`src/rtl/digit_stream_tx_if.sv`:
```
// rtl/digit_stream_tx_if.sv - request/status bundle between a digit streamer and its client
interface digit_stream_tx_if #(
    parameter int DIGIT_W = 4
);
    logic [31:0]        num;
    logic               enabled;
    logic               abort;
    logic [DIGIT_W-1:0] out;
    logic               controlOut;
    logic               busy;
    logic               done;

    modport master (
        output num, enabled, abort,
        input  out, controlOut, busy, done
    );

    modport slave (
        input  num, enabled, abort,
        output out, controlOut, busy, done
    );
endinterface

```
`src/rtl/digit_stream_tx.sv`:
```
// rtl/digit_stream_tx.sv - serial BCD digit streamer, define DIGIT_STREAM_LZ_SUPPRESS_EN to stop after the top nonzero digit
module digit_stream_tx #(
    parameter int NUM_DIGITS  = 6,
    parameter int DIGIT_W     = 4,
    parameter int HOLD_CYCLES = 1200000,
    parameter int GAP_CYCLES  = 1200000
) (
    input logic              hwclk,
    input logic              rst,
    digit_stream_tx_if.slave bus
);
    localparam int MAX_CYCLES = (HOLD_CYCLES > GAP_CYCLES) ? HOLD_CYCLES : GAP_CYCLES;
    localparam int CNT_W      = $clog2(MAX_CYCLES + 1);
    localparam logic [CNT_W-1:0] HOLD_LAST = CNT_W'(HOLD_CYCLES - 1);
    localparam logic [CNT_W-1:0] GAP_LAST  = CNT_W'((GAP_CYCLES > 0) ? (GAP_CYCLES - 1) : 0);
    localparam logic [3:0]       LAST_DIGIT = 4'(NUM_DIGITS - 1);

    typedef enum logic [1:0] {
        IDLE,
        CONVERT,
        HOLD,
        GAP
    } state_t;

    state_t             state_q, state_d;
    logic               prev_en_q;
    logic [31:0]        bin_q, bin_d;
    logic [39:0]        bcd_q, bcd_d;
    logic [39:0]        bcd_adj;
    logic [5:0]         conv_cnt_q, conv_cnt_d;
    logic [CNT_W-1:0]   tcnt_q, tcnt_d;
    logic [3:0]         k_q, k_d;
    logic [DIGIT_W-1:0] out_q, out_d;
    logic               ctrl_q, ctrl_d;
    logic               busy_q, busy_d;
    logic               done_q, done_d;
    logic               start;
    logic               leave_digit;
    logic [3:0]         last_idx;
    logic [3:0]         next_digit;

    assign start = bus.enabled && !prev_en_q;

    // Add-3 correction on every BCD nibble ahead of the next left shift
    always_comb begin
        bcd_adj = bcd_q;
        for (int i = 0; i < 10; i++) begin
            if (bcd_q[i*4 +: 4] >= 4'd5) begin
                bcd_adj[i*4 +: 4] = bcd_q[i*4 +: 4] + 4'd3;
            end
        end
    end

    // Index of the final digit to send in this transfer
    always_comb begin
`ifdef DIGIT_STREAM_LZ_SUPPRESS_EN
        last_idx = 4'd0;
        for (int i = 1; i < NUM_DIGITS; i++) begin
            if (bcd_q[i*4 +: 4] != 4'd0) begin
                last_idx = 4'(i);
            end
        end
`else
        last_idx = LAST_DIGIT;
`endif
    end

    // Digit that follows the one currently on the bus
    always_comb begin
        next_digit = 4'd0;
        for (int i = 0; i < 10; i++) begin
            if (k_q + 4'd1 == 4'(i)) begin
                next_digit = bcd_q[i*4 +: 4];
            end
        end
    end

    // Next-state and next-output logic; abort outranks everything outside IDLE
    always_comb begin
        state_d     = state_q;
        bin_d       = bin_q;
        bcd_d       = bcd_q;
        conv_cnt_d  = conv_cnt_q;
        tcnt_d      = tcnt_q;
        k_d         = k_q;
        out_d       = out_q;
        ctrl_d      = ctrl_q;
        busy_d      = busy_q;
        done_d      = done_q;
        leave_digit = 1'b0;

        if (state_q != IDLE && bus.abort) begin
            state_d    = IDLE;
            out_d      = '0;
            ctrl_d     = 1'b0;
            busy_d     = 1'b0;
            done_d     = 1'b0;
            k_d        = 4'd0;
            tcnt_d     = '0;
            conv_cnt_d = 6'd0;
        end else begin
            case (state_q)
                IDLE: begin
                    if (start) begin
                        bin_d      = bus.num;
                        bcd_d      = '0;
                        conv_cnt_d = 6'd0;
                        k_d        = 4'd0;
                        tcnt_d     = '0;
                        out_d      = '0;
                        ctrl_d     = 1'b0;
                        busy_d     = 1'b1;
                        done_d     = 1'b0;
                        state_d    = CONVERT;
                    end
                end
                CONVERT: begin
                    if (conv_cnt_q == 6'd32) begin
                        state_d = HOLD;
                        tcnt_d  = '0;
                        ctrl_d  = 1'b1;
                        out_d   = bcd_q[DIGIT_W-1:0];
                    end else begin
                        {bcd_d, bin_d} = {bcd_adj, bin_q} << 1;
                        conv_cnt_d     = conv_cnt_q + 6'd1;
                    end
                end
                HOLD: begin
                    if (tcnt_q == HOLD_LAST) begin
                        tcnt_d = '0;
                        if (GAP_CYCLES > 0) begin
                            state_d = GAP;
                            ctrl_d  = 1'b0;
                        end else begin
                            leave_digit = 1'b1;
                        end
                    end else begin
                        tcnt_d = tcnt_q + 1'b1;
                    end
                end
                GAP: begin
                    if (tcnt_q == GAP_LAST) begin
                        leave_digit = 1'b1;
                    end else begin
                        tcnt_d = tcnt_q + 1'b1;
                    end
                end
                default: begin
                    state_d = IDLE;
                end
            endcase

            if (leave_digit) begin
                tcnt_d = '0;
                if (k_q == last_idx) begin
                    state_d = IDLE;
                    out_d   = '0;
                    ctrl_d  = 1'b0;
                    busy_d  = 1'b0;
                    done_d  = 1'b1;
                    k_d     = 4'd0;
                end else begin
                    state_d = HOLD;
                    k_d     = k_q + 4'd1;
                    ctrl_d  = 1'b1;
                    out_d   = next_digit[DIGIT_W-1:0];
                end
            end
        end
    end

    // State and datapath registers; reset clears everything immediately
    always_ff @(posedge hwclk or posedge rst) begin
        if (rst) begin
            state_q    <= IDLE;
            prev_en_q  <= 1'b0;
            bin_q      <= '0;
            bcd_q      <= '0;
            conv_cnt_q <= 6'd0;
            tcnt_q     <= '0;
            k_q        <= 4'd0;
            out_q      <= '0;
            ctrl_q     <= 1'b0;
            busy_q     <= 1'b0;
            done_q     <= 1'b0;
        end else begin
            state_q    <= state_d;
            prev_en_q  <= bus.enabled;
            bin_q      <= bin_d;
            bcd_q      <= bcd_d;
            conv_cnt_q <= conv_cnt_d;
            tcnt_q     <= tcnt_d;
            k_q        <= k_d;
            out_q      <= out_d;
            ctrl_q     <= ctrl_d;
            busy_q     <= busy_d;
            done_q     <= done_d;
        end
    end

    assign bus.out        = out_q;
    assign bus.controlOut = ctrl_q;
    assign bus.busy       = busy_q;
    assign bus.done       = done_q;
endmodule

```
`src/flat_wrapper.sv`:
```
// flat-port wrapper written by rule: the top's interface ports become plain ports
module digit_stream_tx_flat 
#(
    parameter int NUM_DIGITS  = 6,
    parameter int DIGIT_W     = 4,
    parameter int HOLD_CYCLES = 1200000,
    parameter int GAP_CYCLES  = 1200000
)
  (hwclk, rst, bus_num, bus_enabled, bus_abort, bus_out, bus_controlOut, bus_busy, bus_done);
  digit_stream_tx_if #(.DIGIT_W(DIGIT_W)) bus_i ();
  input logic hwclk;
  input logic rst;
  input wire logic [$bits(bus_i.num)-1:0] bus_num;
  input wire logic [$bits(bus_i.enabled)-1:0] bus_enabled;
  input wire logic [$bits(bus_i.abort)-1:0] bus_abort;
  output wire logic [$bits(bus_i.out)-1:0] bus_out;
  output wire logic [$bits(bus_i.controlOut)-1:0] bus_controlOut;
  output wire logic [$bits(bus_i.busy)-1:0] bus_busy;
  output wire logic [$bits(bus_i.done)-1:0] bus_done;
  assign bus_i.num = bus_num;
  assign bus_i.enabled = bus_enabled;
  assign bus_i.abort = bus_abort;
  assign bus_out = bus_i.out;
  assign bus_controlOut = bus_i.controlOut;
  assign bus_busy = bus_i.busy;
  assign bus_done = bus_i.done;
  digit_stream_tx #(.NUM_DIGITS(NUM_DIGITS), .DIGIT_W(DIGIT_W), .HOLD_CYCLES(HOLD_CYCLES), .GAP_CYCLES(GAP_CYCLES)) u_core (.hwclk(hwclk), .rst(rst), .bus(bus_i));
endmodule
```
`config.mk`:
```
export PLATFORM = sky130hd
export DESIGN_NAME = digit_stream_tx_flat
export DESIGN_NICKNAME = d
export VERILOG_FILES = /design/src/rtl/digit_stream_tx_if.sv /design/src/rtl/digit_stream_tx.sv /design/src/flat_wrapper.sv
export SDC_FILE = /design/constraint.sdc
export NUM_CORES = 1
export LEC_CHECK = 0
export BUFFER_PORTS_ARGS = -buffer_cell sky130_fd_sc_hd__buf_2
export CAP_MARGIN = 0
export CORE_MARGIN = 5
export CORE_UTILIZATION = 35
export DETAILED_ROUTE_END_ITERATION = 12
export MAX_ROUTING_LAYER = met4
export SETUP_SLACK_MARGIN = 0.4
export SYNTH_ARGS = -nofsm -noshare
export SYNTH_HDL_FRONTEND = slang
export SYNTH_SLANG_ARGS = --single-unit
```
`constraint.sdc`:
```
create_clock -name hwclk -period 7.85 [get_ports hwclk]
set_clock_uncertainty 0.15 [all_clocks]
set_input_delay 1.57 -clock hwclk [delete_from_list [all_inputs] [get_ports hwclk]]
set_output_delay 1.57 -clock hwclk [all_outputs]
set_load 0.005 [all_outputs]
```
==> flow_summary.rst <==
.. list-table::
   :header-rows: 1

   * - Metric
     - Value
   * - Proportion of synthesized chip area in sequential cells
     - 42.3%
   * - Total negative slack
     - 0 ns
   * - Vias in the first global route
     - 5373
   * - Min Clock Period, post-route
     - 3.46 ns
   * - Delay contributed by the slowest stage of the critical path
     - 0.71 ns
   * - Family with the most delay on the worst path
     - compound AO/OA/AOI/OAI gates
   * - Element type at the critical path start
     - flop
   * - Setup bufs post-CTS
     - 0
   * - Primary flip-flop cell chosen by synthesis mapping
     - sky130_fd_sc_hd__dfrtp_1
   * - Antenna Violating Nets Remaining
     - 0
   * - Root buffer selected by CTS
     - sky130_fd_sc_hd__clkbuf_16
   * - First-pass GRT wire length
     - between 20000 and 30000 um
   * - Global routing usage summed across all routing layers
     - 15.5%
   * - Clock-pin slew of the registers on the worst-case setup and hold paths
     - ~0.06 ns
   * - Setup repair after global routing missed its margin
     - no
   * - Number of nets in the final layout
     - 829
   * - Detailed Place HPWL
     - 10400 um
   * - Library cell appearing most often on the critical path
     - sky130_fd_sc_hd__nor2_1
   * - Initial antenna violation count
     - 0
   * - I/O Buffers
     - 42
   * - Hold-fix buffers, CTS
     - 0
   * - Worst Setup End Kind
     - flop
   * - Area grow syn2layout
     - 13.8%
   * - CTS Sinks
     - 113
   * - Crit path kind
     - flop to flop
   * - Synth Instances
     - 730
   * - Post-synthesis instance area
     - 0.00668 sq mm
   * - Inserted Clock Buffers
     - 17
   * - Unique cell type count in the Yosys netlist
     - 60
   * - Clock latency reported for the late side of the worst-skew pair
     - 0.42 ns
   * - Routed WL
     - 15600 um
   * - Post-CTS resize count
     - 0
   * - Crit-path cells
     - inv_1, ha_2, buf_4, inv_2, a31oi_1, o21a_1, nor2_1, nor2_1
   * - Post-Synthesis Mean Instance Area
     - 9.16 sq um
   * - Status
     - complete, no violations
   * - CP max stage cell
     - sky130_fd_sc_hd__o21a_1
   * - Weighted congestion at the end of routability-driven global placement
     - ~0.81
   * - Horizontal die dimension
     - between 100 and 150 um
   * - Starting density of the core
     - 35.6%
   * - Total I/O pin count
     - 43
   * - Die outline height
     - approximately 150 um
   * - ANT cells
     - 0
   * - Portion of synthesized cell area occupied by the leading cell type
     - 42.3%
   * - Area leader, netlist
     - sky130_fd_sc_hd__dfrtp_1
   * - Vias per inst
     - 5.31
   * - DR pass1 iterations
     - 5
   * - DRC violations left
     - 0
   * - Biggest area contributors in the synthesized netlist
     - sky130_fd_sc_hd__dfrtp_1 (42%), sky130_fd_sc_hd__ha_1 (6.4%), sky130_fd_sc_hd__a21oi_1 (5.3%)
   * - Max-slew violation count
     - 0
   * - Number of max-capacitance violations reported
     - 0
   * - Clock buffer depth
     - 2
   * - Achievable clock frequency
     - around 0.29 GHz
   * - Synth Net Count
     - 800
   * - Total global routing overflow
     - 0
   * - #FFs+latches synth
     - 113
   * - Required time at the worst-slack endpoint
     - roughly 8.1 ns
   * - Pin count of the biggest net entering global routing
     - 92
   * - End-of-flow core utilization
     - between 40% and 50%
   * - Count of flip-flops with a built-in enable after synthesis
     - 0
   * - Die area
     - 0.0220 sq mm
   * - Core box area
     - 0.0188 sq mm
   * - Slew headroom
     - a little under two fifths
   * - VDD IR-drop max
     - 0.186 mV
   * - Critical path arrival
     - ~3.7 ns
   * - Leakage
     - between 3 and 4 nW
   * - Hold Fails Final Rpt
     - 0
   * - Type of the tightest min-delay check
     - flop to flop
   * - Areal power density over the cells
     - ~340 mW/mm^2
   * - Number of buffer and inverter stages on the critical path
     - 3
   * - Clock tree from TritonCTS
     - done
   * - Number of H-tree levels
     - 4
   * - Final routed wire length divided by cell count
     - 15.5 um
   * - Ys async rst share
     - 100%
   * - Warnings, synthesis
     - 0
   * - Transition time at the pin with the least slew margin
     - slightly above 0.9 ns
   * - Fraction of layout instances using a drive strength above 1
     - 12.3%
   * - Iteration-0 DRC Markers
     - 292
   * - Number of core rows
     - 50
   * - Total vias in the final route
     - roughly 5300
   * - Max Fanout on Critical Path
     - 42
   * - Setup Viol. Count Final
     - 0
   * - Final cycle utilization of the critical path
     - between 40% and 50%
per-layer routing:
layer	routed length, um	global-route usage, %
met1	7720	20.7
met2	6860	23.0
met3	668	3.53
met4	324	6.19
met5	0	-
Yosys cell counts (all sizes together), types with 10 or more instances:
cell / count
a21oi: 72
xor2: 11
o31ai: 13
o21ai: 60
o22ai: 19
ha: 34
nand3: 20
clkbuf: 17
nor2: 68
nor3b: 10
dfrtp: 113
and3: 10
mux2i: 33
xnor2: 15
nor3: 12
buf: 20
nand2: 56
inv: 35
nand4: 10
nand2b: 16
path summary, 6_finish.rpt:
check / from / endpoint / slack [ns] / depth (start not counted)
hold / removal: u_core.bin_q[31] / u_core.bcd_q[0] / 0.34 / 2
min in group asynchronous: rst / u_core.conv_cnt_q[0] / 1.10 / 2
hold reg to reg: u_core.bin_q[31] / u_core.bcd_q[0] / 0.34 / 2
max in group asynchronous: rst / u_core.bus.out[0] / 5.21 / 3
setup / recovery: u_core.state_q[1] / u_core.tcnt_q[19] / 4.39 / 8
setup reg to reg: u_core.state_q[1] / u_core.tcnt_q[19] / 4.39 / 8
worst register-to-register path, delay by kind of cell (launching register included):
| kind | cells | cell delay (ns) |
|---|---|---|
| fa+ha+maj | 1 | 0.19 |
| simple gates | 2 | 0.58 |
| flops | 1 | 0.39 |
| buf+inv | 3 | 0.98 |
| compound gates | 2 | 1.11 |
sequential cells by signal (all words and copies together) (netlist names):
name and flops:
u_core.bcd_q 40, u_core.bin_q 32, u_core.bus.busy 1, u_core.bus.controlOut 1
u_core.bus.done 1, u_core.bus.out 4, u_core.conv_cnt_q 6, u_core.k_q 4
u_core.prev_en_q 1, u_core.state_q 2, u_core.tcnt_q 21
cells by family (layout without fill, tap and decap cells):
| kind of cell | count (synthesis) | after routing | synth area share [%] |
|---|---|---|---|
| buffers and inverters | 72 | 113 | 4.42 |
| AND/OR/NAND/NOR | 230 | 230 | 17.8 |
| XOR/XNOR | 26 | 26 | 3.41 |
| multiplexers | 34 | 34 | 5.11 |
| AO/OA/AOI/OAI | 221 | 221 | 20.6 |
| adder cells (fa/ha/maj) | 34 | 34 | 6.36 |
| flip-flops | 113 | 113 | 42.3 |
layout make-up:
class	count	area [sq um]
clock buffer	19	453
clock inverter	12	83.8
fill	1858	11200
inverter	35	134
multi-input combinational	545	3570
sequential	113	2830
tap	234	293
timing repair buffer	47	248
cell usage in the layout, fill, tap and decap left out, types with 4 or more instances in the layout:
cell type,synthesis,routed
sky130_fd_sc_hd__dfrtp_1,113,113
sky130_fd_sc_hd__a21oi_1,71,71
sky130_fd_sc_hd__nor2_1,68,68
sky130_fd_sc_hd__nand2_1,56,56
sky130_fd_sc_hd__buf_2,11,42
sky130_fd_sc_hd__o21ai_1,35,35
sky130_fd_sc_hd__inv_1,34,33
sky130_fd_sc_hd__mux2i_1,33,33
sky130_fd_sc_hd__ha_1,34,33
sky130_fd_sc_hd__o21ai_0,25,25
sky130_fd_sc_hd__nand3_1,20,20
sky130_fd_sc_hd__o22ai_1,19,19
sky130_fd_sc_hd__clkbuf_16,0,17
sky130_fd_sc_hd__nand2b_1,15,15
sky130_fd_sc_hd__xnor2_1,15,15
sky130_fd_sc_hd__o31ai_1,13,13
sky130_fd_sc_hd__xor2_1,11,11
sky130_fd_sc_hd__and3_1,10,10
sky130_fd_sc_hd__nand4_1,10,10
sky130_fd_sc_hd__nor3_1,10,10
sky130_fd_sc_hd__a32o_1,9,9
sky130_fd_sc_hd__nor3b_1,9,9
sky130_fd_sc_hd__nor2b_1,7,7
sky130_fd_sc_hd__a31oi_1,6,6
sky130_fd_sc_hd__o41ai_1,5,5
sky130_fd_sc_hd__clkinvlp_4,0,5
sky130_fd_sc_hd__buf_4,3,5
sky130_fd_sc_hd__nand3b_1,4,4
sky130_fd_sc_hd__and4_1,4,4
sky130_fd_sc_hd__a22oi_1,5,4
sky130_fd_sc_hd__a22o_1,4,4
sky130_fd_sc_hd__nor4_2,4,4
sky130_fd_sc_hd__a211oi_1,4,4
sky130_fd_sc_hd__o211ai_1,4,4
sky130_fd_sc_hd__clkinv_2,0,4
stage by stage:
step / hold WS (ns) / power (mW) / cells / setup slack [ns] / cell area [sq um]
after floorplan: 0.288 / 1.68 / 730 / 3.14 / 6680
after global placement: 0.310 / 1.90 / 974 / 4.29 / 7070
after detailed placement: 0.324 / 1.92 / 974 / 4.25 / 7070
after CTS: 0.344 / 2.64 / 1005 / 4.34 / 7610
after global routing: 0.382 / 2.82 / 1005 / 4.05 / 7610
final: 0.338 / 2.61 / 1005 / 4.39 / 7610
power by group:
part	internal, mW	leakage (nW)	switching, mW
Clock	0.417	0.254	0.287
Sequential	0.757	1.45	0.151
Combinational	0.386	1.46	0.609
Note: power is estimated with default switching activity, not from simulation.
